[src/rtl/auv_rom_arbiter.sv]
// Arbitrates the single synchronous bootrom read port between fetch and load; grant is combinational, data returns one cycle later.
// A saturating starvation counter forces a fetch win after STARVE_LIMIT consecutive denied fetch cycles.
module auv_rom_arbiter #(
    parameter int BOOTROM_WIDTH = 10,
    parameter int STARVE_LIMIT  = 4
) (
    input  logic                     clk,
    input  logic                     rst_n,
    input  logic                     if_req,
    input  logic [BOOTROM_WIDTH-1:0] if_adr,
    output logic                     if_gnt,
    output logic                     if_vld,
    output logic [31:0]              if_dat,
    input  logic                     ls_req,
    input  logic [BOOTROM_WIDTH-1:0] ls_adr,
    output logic                     ls_gnt,
    output logic                     ls_vld,
    output logic [31:0]              ls_dat,
    input  logic                     flush,
    output logic                     if_stall,
    output logic [BOOTROM_WIDTH-1:0] rom_adr,
    input  logic [31:0]              rom_dat
);

    localparam int CW = $clog2(STARVE_LIMIT + 1);

    typedef enum logic [1:0] {
        OWN_NONE = 2'd0,
        OWN_IF   = 2'd1,
        OWN_LS   = 2'd2
    } owner_e;

    owner_e                   owner_q, owner_d;
    logic [CW-1:0]            starve_cnt_q, starve_cnt_d;
    logic [BOOTROM_WIDTH-1:0] last_adr_q, last_adr_d;
    logic                     force_fetch;

    always_comb begin
        force_fetch = (starve_cnt_q >= CW'(STARVE_LIMIT));
        if_gnt      = if_req & (~ls_req | force_fetch);
        ls_gnt      = ls_req & ~(if_req & force_fetch);
        if_stall    = if_req & ~if_gnt;

        // With no grant the ROM keeps re-reading the last address so its output stays stable.
        if (if_gnt) begin
            rom_adr = if_adr;
        end else if (ls_gnt) begin
            rom_adr = ls_adr;
        end else begin
            rom_adr = last_adr_q;
        end
        last_adr_d = rom_adr;

        owner_d = OWN_NONE;
        if (if_gnt) begin
            owner_d = OWN_IF;
        end else if (ls_gnt) begin
            owner_d = OWN_LS;
        end

        starve_cnt_d = starve_cnt_q;
        if (if_gnt || !if_req) begin
            starve_cnt_d = '0;
        end else if (starve_cnt_q < CW'(STARVE_LIMIT)) begin
            starve_cnt_d = starve_cnt_q + CW'(1);
        end
    end

    always_ff @(posedge clk or negedge rst_n) begin
        if (!rst_n) begin
            owner_q      <= OWN_NONE;
            starve_cnt_q <= '0;
            last_adr_q   <= '0;
        end else begin
            owner_q      <= owner_d;
            starve_cnt_q <= starve_cnt_d;
            last_adr_q   <= last_adr_d;
        end
    end

    // A redirect must never see a stale fetch word, so flush masks the response in its own cycle.
    assign if_vld = (owner_q == OWN_IF) & ~flush;
    assign ls_vld = (owner_q == OWN_LS);
    assign if_dat = rom_dat;
    assign ls_dat = rom_dat;

endmodule

[config.mk]
export PLATFORM = sky130hd
export DESIGN_NAME = auv_rom_arbiter
export DESIGN_NICKNAME = d
export VERILOG_FILES = /design/src/rtl/auv_rom_arbiter.sv
export SDC_FILE = /design/constraint.sdc
export NUM_CORES = 1
export LEC_CHECK = 0
export ABC_AREA = 1
export BUFFER_PORTS_ARGS = -buffer_cell sky130_fd_sc_hd__buf_4
export CAP_MARGIN = 20
export CORE_MARGIN = 5
export CORE_UTILIZATION = 35
export CTS_CLUSTER_SIZE = 25
export DETAILED_ROUTE_END_ITERATION = 10
export PLACE_DENSITY = 0.85
export SLEW_MARGIN = 20
export SYNTH_ARGS = -nofsm -noshare
export SYNTH_HDL_FRONTEND = slang
export SYNTH_SLANG_ARGS = --single-unit
[constraint.sdc]
create_clock -name clk -period 1.3 [get_ports clk]
set_clock_uncertainty 0.15 [all_clocks]
set_input_delay 0.195 -clock clk [delete_from_list [all_inputs] [get_ports clk]]
set_output_delay 0.195 -clock clk [all_outputs]
set_load 0.05 [all_outputs]
Word level (Yosys, flattened, before mapping)
Index checks and enable logic that the tools add are counted.
- add/subtract/negate cells: 1
- order comparisons: 2
- equality and inequality tests: 2
- multiplexer cells: 6
- bitwise logic cells: 10
- reductions and logical operators: 3
- operators by type and width (kind ; number):
    $mux 10 ; 2
    $mux 3 ; 2
    $and 1x1->1 ; 5
    $mux 2 ; 2
    $not 1->1 ; 4
    $add 3x1->3 const B ; 1
    $ge 3x3->1 const B ; 1
    $lt 3x3->1 const B ; 1
    $eq 2x1->1 const B ; 1
    $eq 2x2->1 const B ; 1
    $reduce_bool 2->1 ; 1
    $logic_not 1->1 ; 1
    $logic_or 1x1->1 ; 1
    $or 1x1->1 ; 1
- register bits: 15
- output and inout port bits: 79

Longest topological paths before layout
- word-level depth: 6
- gate-level depth with buffers: 7

Worst setup path after synthesis
Ideal clock, no wire load.
- path type: register -> register
- start: register starve_cnt_q[2]
- end: register last_adr_q[0]
- library setup time: 263 ps
- data arrival time: 1086 ps
- setup slack: -199 ps
- stages on the path, launching flop included: 8
- path buffers: 1
- path through: dfrtp_1 > inv_1 > nand2_1 > nand2_1 > inv_1 > buf_6 > nand2_1 > nand2_1
- elaborated cells on any way between the ends: 8
- those cells by class: 1 x order compare; 2 x mux; 5 x bitwise
- RTL lines (what ; line ; RTL):
    start, declared ; 34 ; logic [CW-1:0] starve_cnt_q, starve_cnt_d;
    start signal, assigned ; 76 ; starve_cnt_q <= starve_cnt_d;
    $ge 3x3->1 ; 39 ; force_fetch = (starve_cnt_q >= CW'(STARVE_LIMIT));
    $or 1x1->1 ; 40 ; if_gnt = if_req & (~ls_req | force_fetch);
    $and 1x1->1 ; 40 ;
    net if_gnt ; 11 ; output logic if_gnt,
    $mux 10 ; 45 ; if (if_gnt) begin
    net rom_adr[0] ; 21 ; output logic [BOOTROM_WIDTH-1:0] rom_adr,
    end signal, assigned ; 77 ; last_adr_q <= last_adr_d;
    end, declared ; 35 ; logic [BOOTROM_WIDTH-1:0] last_adr_q, last_adr_d;
The timed path passes the listed nets, and every way through them passes these cells.
A chain may end at the register's enable or synchronous reset.

Final worst setup path
- start: register starve_cnt_q[2]
- end: output rom_adr[2]
- cells in the longest elaborated chain, start to end: 6
- elaborated cells on any way between the ends: 8
- those cells by class: 1 x order compare; 2 x mux; 5 x bitwise
- ends and longest elaborated chain (what ; line ; RTL):
    $ge 3x3->1 (*) ; 39 ;
    $and 1x1->1 ; 41 ; ls_gnt = ls_req & ~(if_req & force_fetch);
    $not 1->1 ; 41 ;
    $and 1x1->1 ; 41 ;
    $mux 10 ; 47 ; end else if (ls_gnt) begin
    $mux 10 (*) ; 45 ;
    end, declared ; 21 ;
Mark *: on every way between the ends. The rest lies on a longest branch, timed or not.

==> flow_summary_export.csv <==
group,metric,value,unit
status,outcome,"finished with violations",
status,violations,"negative hold slack, negative setup slack",
yosys,yosysMostFrequentCell,"buf_4",
yosys,syn_nets,231,
die,initial_core_util,0.3680,
placement,hpwl,2.048,mm
placement,placed_cell_area,1329,um2
timing,setup_viol,14,
flow_run,drv_cap,0,
yosys,synth-edff-count,0,
critical_path,cp.required,0.95,ns
route,dr.first_iter.drc_count,2,
global_route,antenna_found_initial,0,
critical_path,cp-start-kind,"flop",
placement,io_buffers,39,
cells_and_area,multi_input_area,442.9,um2
timing,relSlewSlack,0.8619,
yosys,synth_top_area_cell,"buf_4",
cells_and_area,nets,218,
timing,hold_violations,9,
global_route,grt_pass1_vias,936,
yosys,ys_seq_area_frac,0.3009,
cells_and_area,fin_area,1513,um2
clock_tree,cts_buffers,3,
timing,fmax,572.7,MHz
route,vias,852,
cells_and_area,final_util,0.4463,
clock_tree,holdBufCountCts,1,
cells_and_area,antenna_cells,0,
power_and_ir_drop,power_density,923.6,nW/um2
yosys,synthCells,173,
yosys,synth.avg_cell_area,7.211,um2
global_route,overflow,0,
critical_path,crit_type,"reg2out",
critical_path,worstPathArrival,1.40,ns
die,core_area,3390,um2
critical_path,worst-path-buf-inv,4,
critical_path,max_stage_delay,0.40,ns
yosys,ys.flop_type,"dfrtp_1",
timing,finalCriticalPeriod,1.746,ns
clock_tree,cts.htree.levels,1,
yosys,yosys_warnings,0,
yosys,ys_types,9,
yosys,synth_common_cells,"buf_4, nand2_1, inv_1, dfrtp_1, nand3_1",
timing,setup_ws,-0.4460,ns
die,fp.dieH,69.70,um
timing,whs,-0.03842,ns
timing,worst_pin_slew,0.2071,ns
yosys,synth_area,1247,um2
cells_and_area,area_delta_synth_final,21.26,%
clock_tree,ctsLongestPathBuffers,2,
clock_tree,clk_latency,0.30,ns
die,ioPinCount,136,
yosys,ys_top_cells_by_area,"buf_4, dfrtp_1, nand2_1",
cells_and_area,n_fill_cell,327,
power_and_ir_drop,p_leak,0.8388,nW
timing,slew_violations,0,
timing,min_period_over_period,1.343,
route,drc_errors,0,
route,drt-total-wl,2.672,mm
placement,place_congestion,0.7171,
hold_path,hold_class,"in2reg",
route,wire_per_inst,13.03,um
timing,rsz0062_at_grt,"true",
route,firstDrtPassIters,4,
die,fp-row-count,21,
route,ant_nets,0,
clock_tree,cts.clk_slew.worst_paths,0.11,ns
critical_path,worst_path_max_delay_cell,"dfrtp_1",
clock_tree,clock-sinks,15,
critical_path,critPathTopFamily,"flip-flops",
yosys,synth.top_cell.area_share,0.3972,
global_route,grt_max_degree,16,
yosys,async_reset_ff_frac,1.000,
clock_tree,clk_root_buffer_cell,"clkbuf_4",
critical_path,end_kind,"primary output",
die,fp.dieW,69.70,um
route,via_per_inst,4.156,
global_route,grt.total_usage,0.1056,
die,dieArea,4858,um2
yosys,synth_seq_cells,15,
cells_and_area,drive_gt1_frac,0.5975,
global_route,grt_pass1_wl,4.153,mm
clock_tree,cts_tree,"done",
cells_and_area,seq_area,375.4,um2
power_and_ir_drop,ir_drop,0.6022,mV
critical_path,path_cells,"inv_2 -> nand2_2 -> nand2_4 -> inv_4 -> buf_12 -> nand2_2 -> nand2_4 -> buf_8",
critical_path,path_max_fanout,11,
==> power by group <==
group / switching, mW / internal [mW] / total [mW]
clock network: 0.171 / 0.117 / 0.288
logic: 0.340 / 0.250 / 0.590
registers: 0.0123 / 0.506 / 0.519
total: 0.523 / 0.874 / 1.40
==> path summary, 6_finish.rpt <==
path	from	slack, ns	end	cells past startpoint
worst max register to register	starve_cnt_q[2]$_DFFE_PN0P_	0.09	last_adr_q[6]$_DFF_PN0_	7
min in group asynchronous	rst_n	0.13	starve_cnt_q[0]$_DFFE_PN0P_	2
worst min-delay path	if_adr[4]	-0.04	last_adr_q[4]$_DFF_PN0_	3
max in group asynchronous	rst_n	0.67	owner_q[0]$_DFF_PN0_	2
worst min register to register	starve_cnt_q[0]$_DFFE_PN0P_	0.29	starve_cnt_q[0]$_DFFE_PN0P_	1
worst max-delay path	starve_cnt_q[2]$_DFFE_PN0P_	-0.45	rom_adr[2]	8
==> through the flow <==
stage,setup TNS [ns],setup slack [ns],total power [mW],std cells
3_3_place_gp,-1.464,-0.1552,1.037,199
3_5_place_dp,-1.658,-0.1737,1.043,199
6_report,-4.984,-0.4460,1.397,205
4_1_cts,-5.929,-0.5099,1.402,205
5_1_grt,-6.065,-0.5231,1.468,205
2_1_floorplan,-0.02312,-0.02312,1.393,173
==> registers in the layout (all words and copies together), names as in the netlist <==
register      cells
starve_cnt_q      3
last_adr_q       10
owner_q           2
==> repair_timing <==
item                                   CTS  global route
setup endpoints to repair               15            24
gates cloned                             0             0
gates resized for setup                 27            13
buffers inserted                         1             1
pin swaps                                2             3
endpoints found under the hold margin   24             9
==> area by class of cell <==
type / count / share of cell area
clock buffer: 3 / 0.01489
clock inverter: 1 / 0.004963
inverter: 28 / 0.07279
multi-input combinational: 62 / 0.2928
sequential: 15 / 0.2481
tap: 46 / 0.03805
timing repair buffer: 50 / 0.3284
==> layout by cell type, fill, tap and decap left out, types with 8 or more instances in the layout <==
cell,Yosys,routed
buf_4,66,30
nand3_2,0,10
nand2_2,0,12
nand2_1,45,21
dfrtp_1,15,15
buf_8,0,8
buf_6,1,9
nand2_4,0,12
inv_1,28,23
==> tightest hold or removal path: stages <==
cell,delay (ns)
buf_4,0.08
nand2_2,0.06
nand2_4,0.05
==> kinds of logic after synthesis <==
family	after synthesis	synth area share
flip-flops	15	0.3009
buffers and inverters	96	0.4945
adder cells (fa/ha/maj)	1	0.01003
AND/OR/NAND/NOR	61	0.1946
==> per-layer routing <==
| metal | wire [um] | track usage | vias up |
|---|---|---|---|
| met5 | 0 | 0 | - |
| met4 | 80 | 0.04255 | 0 |
| met2 | 1376 | 0.1822 | 75 |
| met1 | 863 | 0.09737 | 352 |
| li1 | - | - | 411 |
| met3 | 352 | 0.07101 | 14 |
Note: power is estimated with default switching activity, not from simulation.
